==> config.mk <==
export PLATFORM = sky130hd
export DESIGN_NAME = ecc_apb_ctrl
export DESIGN_NICKNAME = d
export VERILOG_FILES = /design/src/rtl/ecc_pkg.sv /design/src/rtl/ecc_seq_fsm.sv /design/src/rtl/ecc_apb_ctrl.sv
export SDC_FILE = /design/constraint.sdc
export NUM_CORES = 1
export LEC_CHECK = 0
export ABC_AREA = 1
export CELL_PAD_IN_SITES_DETAIL_PLACEMENT = 0
export CELL_PAD_IN_SITES_GLOBAL_PLACEMENT = 1
export CORE_UTILIZATION = 38
export DETAILED_ROUTE_END_ITERATION = 8
export GPL_TIMING_DRIVEN = 0
export PLACE_DENSITY = 0.91
export SLEW_MARGIN = 20
export SYNTH_ARGS = -nofsm -noshare
export SYNTH_HDL_FRONTEND = slang
export SYNTH_SLANG_ARGS = --single-unit
export TNS_END_PERCENT = 20
==> constraint.sdc <==
create_clock -name clk -period 2.95 [get_ports clk]
set_input_delay 0.7375 -clock clk [delete_from_list [all_inputs] [get_ports clk]]
set_output_delay 0.7375 -clock clk [all_outputs]
set_load 0.02 [all_outputs]
==> src/rtl/ecc_pkg.sv <==
// Shared constants and types for the ECC APB controller: op and width codes,
// register offsets, STATUS bit positions and the sequencer state encoding.
package ecc_pkg;

  localparam logic [1:0] ECC_ENC  = 2'd0;
  localparam logic [1:0] ECC_DEC  = 2'd1;
  localparam logic [1:0] ECC_FULL = 2'd2;

  localparam logic [1:0] WIDTH_8  = 2'd0;
  localparam logic [1:0] WIDTH_16 = 2'd1;
  localparam logic [1:0] WIDTH_32 = 2'd2;

  // Word offsets, decoded from PADDR[4:2]
  localparam logic [2:0] REG_CTRL    = 3'd0;
  localparam logic [2:0] REG_DATA_IN = 3'd1;
  localparam logic [2:0] REG_WIDTH   = 3'd2;
  localparam logic [2:0] REG_NOISE   = 3'd3;
  localparam logic [2:0] REG_STATUS  = 3'd4;
  localparam logic [2:0] REG_RESULT  = 3'd5;

  localparam int ST_BUSY    = 0;
  localparam int ST_DONE    = 1;
  localparam int ST_TIMEOUT = 2;
  localparam int ST_ERR     = 3;
  localparam int ST_NUM_ERR = 4;

  typedef enum logic [1:0] {
    IDLE  = 2'd0,
    START = 2'd1,
    WAIT  = 2'd2
  } seq_state_t;

endpackage

==> src/rtl/ecc_seq_fsm.sv <==
// Operation sequencer: launches the core for one cycle, waits for core_done
// under a saturating watchdog, and reports capture strobes to the register bank.
module ecc_seq_fsm
  import ecc_pkg::*;
#(
  parameter int TIMEOUT = 1024
) (
  input  logic       clk,
  input  logic       rst_n,
  input  logic       launch,
  input  logic [1:0] launch_op,
  input  logic       core_done,
  output logic       busy,
  output logic       core_start,
  output logic [1:0] core_op,
  output logic       cap_done,
  output logic       cap_timeout
);

  localparam int CNT_W = (TIMEOUT > 1) ? $clog2(TIMEOUT) : 1;
  localparam logic [CNT_W-1:0] CNT_LAST = CNT_W'(TIMEOUT - 1);

  seq_state_t state, state_nxt;
  logic [CNT_W-1:0] cnt;
  logic [1:0] op_q;

  always_ff @(posedge clk or negedge rst_n) begin
    if (!rst_n) begin
      state <= IDLE;
      op_q  <= ECC_ENC;
      cnt   <= '0;
    end else begin
      state <= state_nxt;
      if (state == IDLE && launch) begin
        op_q <= launch_op;
      end
      // Saturate rather than wrap so a mis-sized TIMEOUT can never re-arm
      if (state == START) begin
        cnt <= '0;
      end else if (state == WAIT && cnt != '1) begin
        cnt <= cnt + 1'b1;
      end
    end
  end

  always_comb begin
    state_nxt   = state;
    core_start  = 1'b0;
    cap_done    = 1'b0;
    cap_timeout = 1'b0;
    case (state)
      IDLE: begin
        if (launch) begin
          state_nxt = START;
        end
      end
      START: begin
        core_start = 1'b1;
        state_nxt  = WAIT;
      end
      WAIT: begin
        // A done on the final watchdog cycle still counts as a completion
        if (core_done) begin
          cap_done  = 1'b1;
          state_nxt = IDLE;
        end else if (cnt == CNT_LAST) begin
          cap_timeout = 1'b1;
          state_nxt   = IDLE;
        end
      end
      default: state_nxt = IDLE;
    endcase
  end

  assign busy    = (state == START) || (state == WAIT);
  assign core_op = op_q;

endmodule

==> src/rtl/ecc_apb_ctrl.sv <==
// APB3 register bank for the ECC core: configuration registers, CTRL launch,
// STATUS/RESULT capture and a write stall that freezes the core inputs while busy.
module ecc_apb_ctrl
  import ecc_pkg::*;
#(
  parameter int AMBA_WORD       = 32,
  parameter int AMBA_ADDR_WIDTH = 20,
  parameter int TIMEOUT         = 1024
) (
  input  logic                       clk,
  input  logic                       rst_n,
  input  logic                       PSEL,
  input  logic                       PENABLE,
  input  logic                       PWRITE,
  input  logic [AMBA_ADDR_WIDTH-1:0] PADDR,
  input  logic [AMBA_WORD-1:0]       PWDATA,
  output logic [AMBA_WORD-1:0]       PRDATA,
  output logic                       PREADY,
  output logic                       core_start,
  output logic [1:0]                 core_op,
  output logic [AMBA_WORD-1:0]       core_data,
  output logic [1:0]                 core_width,
  output logic [AMBA_WORD-1:0]       core_noise,
  input  logic                       core_done,
  input  logic [AMBA_WORD-1:0]       core_result,
  input  logic [1:0]                 core_num_err,
  output logic                       irq
);

  logic [AMBA_WORD-1:0] data_in_q, noise_q, result_q, rd_data;
  logic [1:0] width_q, num_err_q;
  logic done_q, timeout_q, err_q;
  logic busy, launch, cap_done, cap_timeout;
  logic [2:0] reg_sel;
  logic wr_commit, rd_commit, ctrl_wr, status_wr;
  logic unused_addr;

  assign reg_sel     = PADDR[4:2];
  assign unused_addr = ^{PADDR[AMBA_ADDR_WIDTH-1:5], PADDR[1:0]};

  // Any write during an operation is held off until the sequencer is idle
  assign PREADY    = !(PSEL && PENABLE && PWRITE && busy);
  assign wr_commit = PSEL && PENABLE && PWRITE && PREADY;
  assign rd_commit = PSEL && PENABLE && !PWRITE;
  assign ctrl_wr   = wr_commit && (reg_sel == REG_CTRL);
  assign status_wr = wr_commit && (reg_sel == REG_STATUS);
  assign launch    = ctrl_wr && (PWDATA[1:0] inside {ECC_ENC, ECC_DEC, ECC_FULL});

  ecc_seq_fsm #(
    .TIMEOUT(TIMEOUT)
  ) u_seq (
    .clk        (clk),
    .rst_n      (rst_n),
    .launch     (launch),
    .launch_op  (PWDATA[1:0]),
    .core_done  (core_done),
    .busy       (busy),
    .core_start (core_start),
    .core_op    (core_op),
    .cap_done   (cap_done),
    .cap_timeout(cap_timeout)
  );

  always_ff @(posedge clk or negedge rst_n) begin
    if (!rst_n) begin
      data_in_q <= '0;
      width_q   <= WIDTH_8;
      noise_q   <= '0;
    end else if (wr_commit) begin
      case (reg_sel)
        REG_DATA_IN: data_in_q <= PWDATA;
        REG_WIDTH:   width_q   <= PWDATA[1:0];
        REG_NOISE:   noise_q   <= PWDATA;
        default: ;
      endcase
    end
  end

  // Later assignments win: hardware sets override a same-cycle W1C
  always_ff @(posedge clk or negedge rst_n) begin
    if (!rst_n) begin
      done_q    <= 1'b0;
      timeout_q <= 1'b0;
      err_q     <= 1'b0;
      num_err_q <= 2'd0;
      result_q  <= '0;
    end else begin
      if (launch) begin
        done_q    <= 1'b0;
        timeout_q <= 1'b0;
        num_err_q <= 2'd0;
      end
      if (status_wr) begin
        if (PWDATA[ST_DONE])    done_q    <= 1'b0;
        if (PWDATA[ST_TIMEOUT]) timeout_q <= 1'b0;
        if (PWDATA[ST_ERR])     err_q     <= 1'b0;
      end
      if (cap_done) begin
        done_q    <= 1'b1;
        num_err_q <= core_num_err;
        result_q  <= core_result;
      end
      if (cap_timeout) begin
        timeout_q <= 1'b1;
      end
      if (ctrl_wr && !launch) begin
        err_q <= 1'b1;
      end
    end
  end

  always_comb begin
    rd_data = '0;
    case (reg_sel)
      REG_DATA_IN: rd_data = data_in_q;
      REG_WIDTH:   rd_data[1:0] = width_q;
      REG_NOISE:   rd_data = noise_q;
      REG_STATUS: begin
        rd_data[ST_BUSY]          = busy;
        rd_data[ST_DONE]          = done_q;
        rd_data[ST_TIMEOUT]       = timeout_q;
        rd_data[ST_ERR]           = err_q;
        rd_data[ST_NUM_ERR +: 2]  = num_err_q;
      end
      REG_RESULT:  rd_data = result_q;
      default: ;
    endcase
  end

  always_ff @(posedge clk or negedge rst_n) begin
    if (!rst_n) begin
      PRDATA <= '0;
    end else if (rd_commit) begin
      PRDATA <= rd_data;
    end
  end

  assign core_data  = data_in_q;
  assign core_width = width_q;
  assign core_noise = noise_q;
  assign irq        = done_q || timeout_q;

endmodule

# --- Yosys cells after proc, flatten, opt, wreduce, memory -nomap -nowiden ---
# Cells that the tools add are included.
word_totals:
  ff_bits: 149
  input_bits: 92
  out_inout_bits: 103
  elab_cells: 83
op_classes:
  add_sub_neg: 1
  n_eq_ne: 13
  mux: 28
  n_reduce_logical: 29
op_table:
  columns: ["op", "count"]
  rows:
  - ["$pmux W26 S3", 1]
  - ["$mux W10", 2]
  - ["$mux W1", 17]
  - ["$pmux W4 S4", 1]
  - ["$logic_and A1 B1 Y1", 11]
  - ["$add A10 B1 Y10 const B", 1]
  - ["$eq A10 B10 Y1 const B", 1]
  - ["$mux W2", 5]
  - ["$ne A10 B10 Y1 const B", 1]
  - ["$pmux W2 S5", 1]
  - ["$reduce_and A2 Y1", 5]
  - ["$reduce_bool A2 Y1", 4]
  - ["$eq A3 B2 Y1 const B", 2]
  - ["$eq A3 B3 Y1 const B", 2]
  - ["$pmux W2 S3", 1]
  - ["$eq A2 B1 Y1 const B", 2]
  - ["$eq A2 B2 Y1 const B", 2]
  - ["$logic_not A2 Y1", 2]
  - ["$eq A3 B1 Y1 const B", 1]
  - ["$logic_not A1 Y1", 3]
  - ["$logic_not A3 Y1", 1]
  - ["$ne A3 B2 Y1 const B", 1]
  - ["$reduce_bool A3 Y1", 1]
  - ["$logic_or A1 B1 Y1", 2]
  - ["$ne A2 B2 Y1 const B", 1]

# --- Longest topological paths before layout ---
logic_depth:
  ltp_word: 11
  depth_mapped: 9
  mapped_depth_nobuf: 8

# --- Hierarchy ---
# A second synthesis with hierarchy kept.
hier_totals:
  cells_unflattened: 828
  hier_area_um2: 6952.9
by_module_without_submodules:
  columns: ["mod", "n_inst", "cells_per_inst", "area_per_inst_um2", "seq_area_each_um2"]
  rows:
  - ["ecc_apb_ctrl", 1, 713, 6089.6, 3378.2]
  - ["ecc_seq_fsm", 1, 115, 863.3, 350.3]

# --- Worst setup path before layout ---
# Ideal clock, no wire load.
synth_timing:
  path_type: "input-to-reg"
  from: "input port PADDR[4]"
  to: "register u_seq.state[1]"
  setup_ps: 117
  t_arrival_ps: 1685
  t_required_ps: 2833
  slack_ps: 1148
  path_stages: 9
  path_buffers: 1
  cell_sequence: "buf_2 -> inv_2 -> nand2_1 -> nor2_1 -> nand3_1 -> nand2_1 -> nand2_1 -> nand2_1 -> nand2_1"
synth_between:
  elab_chain_cells: 5
synth_lines:
  columns: ["item", "line_no", "rtl"]
  rows:
  - ["start: declaration", "ecc_apb_ctrl.sv:15", "input logic [AMBA_ADDR_WIDTH-1:0] PADDR,"]
  - ["$logic_not A3 Y1", "ecc_apb_ctrl.sv:45", "assign ctrl_wr = wr_commit && (reg_sel == REG_CTRL);"]
  - ["$logic_and A1 B1 Y1", "ecc_apb_ctrl.sv:45", null]
  - ["$logic_and A1 B1 Y1", "ecc_apb_ctrl.sv:47", "assign launch = ctrl_wr && (PWDATA[1:0] inside {ECC_ENC, ECC_DEC, ECC_FULL});"]
  - ["$ne A2 B2 Y1 (no line)", null, null]
  - ["$reduce_and A2 Y1 (no line)", null, null]
  - ["end signal: assignment", "ecc_seq_fsm.sv:33", "state <= state_nxt;"]
  - ["end: declaration", "ecc_seq_fsm.sv:23", "seq_state_t state, state_nxt;"]
# No other way between the ends.
# A chain may end at the register's enable or synchronous reset.

# --- Final worst setup path ---
layout_timing:
  from: "register u_seq.state[0]"
  to: "output port PREADY"
layout_between:
  elab_chain_cells: 4
  word_cells_on_any_way: 5
  cone_classes: "eq/ne: 2; reduce/logical: 3"
layout_lines:
  columns: ["item", "line_no", "rtl"]
  rows:
  - ["$eq A2 B1 Y1 or $eq A2 B2 Y1 (tied branches)", "ecc_seq_fsm.sv:75", "assign busy = (state == START) || (state == WAIT);"]
  - ["$logic_or A1 B1 Y1 (*)", "ecc_seq_fsm.sv:75", null]
  - ["$logic_and A1 B1 Y1 (*)", "ecc_apb_ctrl.sv:42", "assign PREADY = !(PSEL && PENABLE && PWRITE && busy);"]
  - ["$logic_not A1 Y1 (*)", "ecc_apb_ctrl.sv:42", null]
  - ["end: declaration", "ecc_apb_ctrl.sv:18", "output logic PREADY,"]
# Mark *: on every way between the ends. The rest lies on a longest branch, timed or not.

==> impl_metrics.csv <==
group,metric,value,unit
status,status,"complete, no violations",
synth,synth_flop_cell,"dfrtp_1",
global_route,grt_first_pass_wirelength,31100,um
clock_network,cts_sinks,149,
synth,netlist_area,6630,um^2
timing,hold_viol,0,
floorplan,initial_core_util,39.4,%
placed_design,dpl.cell_count,1160,
finish,area_growth,40.3,%
floorplan,core,16800,um^2
finish,drive_gt1_share,9.47,%
timing,fin_worst_skew,7.95,ps
synth,syn_avg_cell_area,8.69,um^2
synth,yosys-top-cells-area,"dfrtp_1 56%, nand2_1 17%, mux2_2 5.4%",
routing,drtAntennaViolNets,0,
critical_path,slowest_delay,600,ps
clock_network,numCtsBuffers,17,
clock_network,hold_buffers,0,
global_route,grt_max_degree,95,
critical_path,regToRegEndpoint,"core_data[28]$_DFFE_PN0P_",
power_and_ir_drop,internal_power,5.52,mW
critical_path,arrival,1900,ps
global_route,antenna_found_initial,0,
timing,maxSlewHeadroom,60.9,%
floorplan,die_y,134,um
synth,synth_most_common_cell,"nand2_1",
critical_path,cp-start-kind,"flop",
critical_path,required,2210,ps
finish,num-fill-cells,1574,
timing,final-max-slew-violation-count,0,
finish,stdcell_count,1192,
synth,synth.yosys.seq_area_share,56.3,%
placed_design,port_buffers,176,
routing,drtIter0Drc,350,
hold_path,min_path_type,"input port to async pin",
timing,tns,0,ps
placed_design,hpwl,14200,um
clock_network,cts_setup_buffers,0,
critical_path,path_class,"flop to output pin",
placed_design,routabilityCongestion,0.795,
clock_network,path_clk_slew,60,ps
critical_path,regToRegStartpoint,"u_seq.state[0]$_DFFE_PN0P_",
floorplan,pin_count,195,
clock_network,cts_tree,"yes",
critical_path,crit_slowest_cell,"clkdlybuf4s50_1",
clock_network,clockBufferDepth,2,
synth,synthTopCellsByCount,"302 x nand2_1, 149 x dfrtp_1, 55 x nand3_1",
critical_path,crit_fanout,3,
clock_network,clock-root-buffer,"clkbuf_16",
global_route,grt_pass1_vias,5746,
timing,setup_violations,0,
job,drv_cap,0,
timing,fin_ws,317,ps
timing,fmax,380,MHz
timing,worst_slew_pin_slew,587,ps
synth,synth_edf_count,0,
routing,wl,19700,um
synth,async_reset_ff_share,100,%
timing,period_needed,2630,ps
routing,dr_total_vias,5783,
floorplan,die_area,18000,um^2
finish,antennaDiodeCount,0,
critical_path,rrSetupSlack,800,ps
synth,synth_top_area_share,56.3,%
floorplan,rows,47,
timing,rsz0062_at_grt,"no",
global_route,grt_usage,23.0,%
power_and_ir_drop,p_comb_share,34.0,%
critical_path,path_buf_inv,2,
power_and_ir_drop,seq_power_share,39.2,%
routing,remaining_drc_errors,0,
finish,fin_util,55.3,%
clock_network,insertion_delay,420,ps
power_and_ir_drop,ir_drop,0.566,mV
critical_path,crit_chain,"inv_1 -> ha_1 -> nand4_1 -> clkdlybuf4s50_1",
synth,ys_seq_elements,149,
routing,wire_per_inst,16.5,um
placed_design,dp_slack,230,ps
power_and_ir_drop,clkPwrFrac,26.8,%
synth,ys_types,21,
power_and_ir_drop,power_density,897,nW/um^2
power_and_ir_drop,netSwitchingFraction,33.8,%
synth,synthCells,763,
timing,fin_crit_sh,89.2,%
clock_network,ctsHtreeMaxLevel,4,
critical_path,cp-end-kind,"output pin",
clock_network,cts_resized,0,
synth,synth_top_area_cell,"dfrtp_1",
floorplan,fp.dieW,134,um
global_route,grt_overflow,0,
routing,vias_per_cell,4.85,
power_and_ir_drop,p_switching,2.82,mW
finish,fin_nets,1056,
critical_path,path_delay_family,"buffers and inverters",
critical_path,ff2ff_path_depth,7,
synth,synth.net_count,860,
synth,synth-warning-count,0,
power_and_ir_drop,leakage,4.41,nW
routing,firstDrtPassIters,4,
cell type report:
type                       count  area, um^2  share of cell area [%]
buffer                        35         155                    1.67
clock buffer                  24         482                    5.18
clock inverter                 8         121                    1.30
inverter                      53         199                    2.14
multi-input combinational    526        2540                    27.4
sequential                   149        3730                    40.1
tap                          220         275                    2.96
timing repair buffer         177        1790                    19.3
per-stage QoR:
| stage | cell area (um^2) | total power [mW] | hold slack (ps) |
|---|---|---|---|
| 6_report | 9300 | 8.34 | 233 |
| 5_1_grt | 9300 | 8.80 | 253 |
| 4_1_cts | 9300 | 8.40 | 244 |
| 3_5_place_dp | 8700 | 6.14 | 465 |
| 3_3_place_gp | 8660 | 6.07 | 461 |
| 2_1_floorplan | 6630 | 4.68 | 442 |
layout by cell type (no fill, tap or decap), drive strengths merged, types with 22 or more instances in the layout:
cell type | netlist | final
buf | 20 | 22
inv | 53 | 54
dfrtp | 149 | 149
clkbuf | 15 | 39
nand2 | 305 | 305
mux2 | 32 | 32
o21ai | 85 | 85
nand3 | 56 | 56
clkdlybuf4s50 | 0 | 175
sequential cells by signal (all words and copies together), names as in the netlist:
name	count
PRDATA	32
core_data	32
core_noise	32
result_q	32
u_seq.cnt	10
core_width	2
num_err_q	2
u_seq.core_op	2
u_seq.state	2
done_q	1
err_q	1
timeout_q	1
per-layer routing:
layer | track usage [%] | wire length, um
met4 | 9.43 | 351
met3 | 5.97 | 1330
met5 | 0 | 0
met2 | 36.4 | 9140
met1 | 30.2 | 8890
power groups by stage:
stage / combinational [mW] / sequential, mW / clock [mW]
floorplan: 0.958 / 3.72 / 0
global placement: 2.80 / 3.27 / 0
detailed placement: 2.85 / 3.29 / 0
CTS: 2.87 / 3.27 / 2.27
global route: 3.07 / 3.38 / 2.36
finish: 2.84 / 3.27 / 2.23
cell families (layout without fill, tap and decap cells):
group                    Yosys count  count (layout)  synth area share, %
AND/OR/NAND/NOR                  402             402                 25.4
flip-flops                       149             149                 56.3
buffers and inverters             88             297                 5.34
AO/OA/AOI/OAI                     86              86                 6.53
multiplexers                      32              32                 5.44
adder cells (fa/ha/maj)            5               5                0.944
XOR/XNOR                           1               1                0.132
worst max-delay path by stage:
stage	endpoint	startpoint	slack (ps)	depth (start not counted)
CTS	PREADY	u_seq.state[0]$_DFFE_PN0P_	290	4
finish	PREADY	u_seq.state[0]$_DFFE_PN0P_	320	4
floorplan	u_seq.state[1]$_DFFE_PN0P_	PADDR[4]	1150	9
detailed placement	PRDATA[20]$_DFFE_PN0P_	PADDR[3]	230	8
global placement	u_seq.core_op[0]$_DFFE_PN0P_	rst_n	-4980	1
global route	PREADY	u_seq.state[0]$_DFFE_PN0P_	230	4
(Power assumes the default switching activity.)
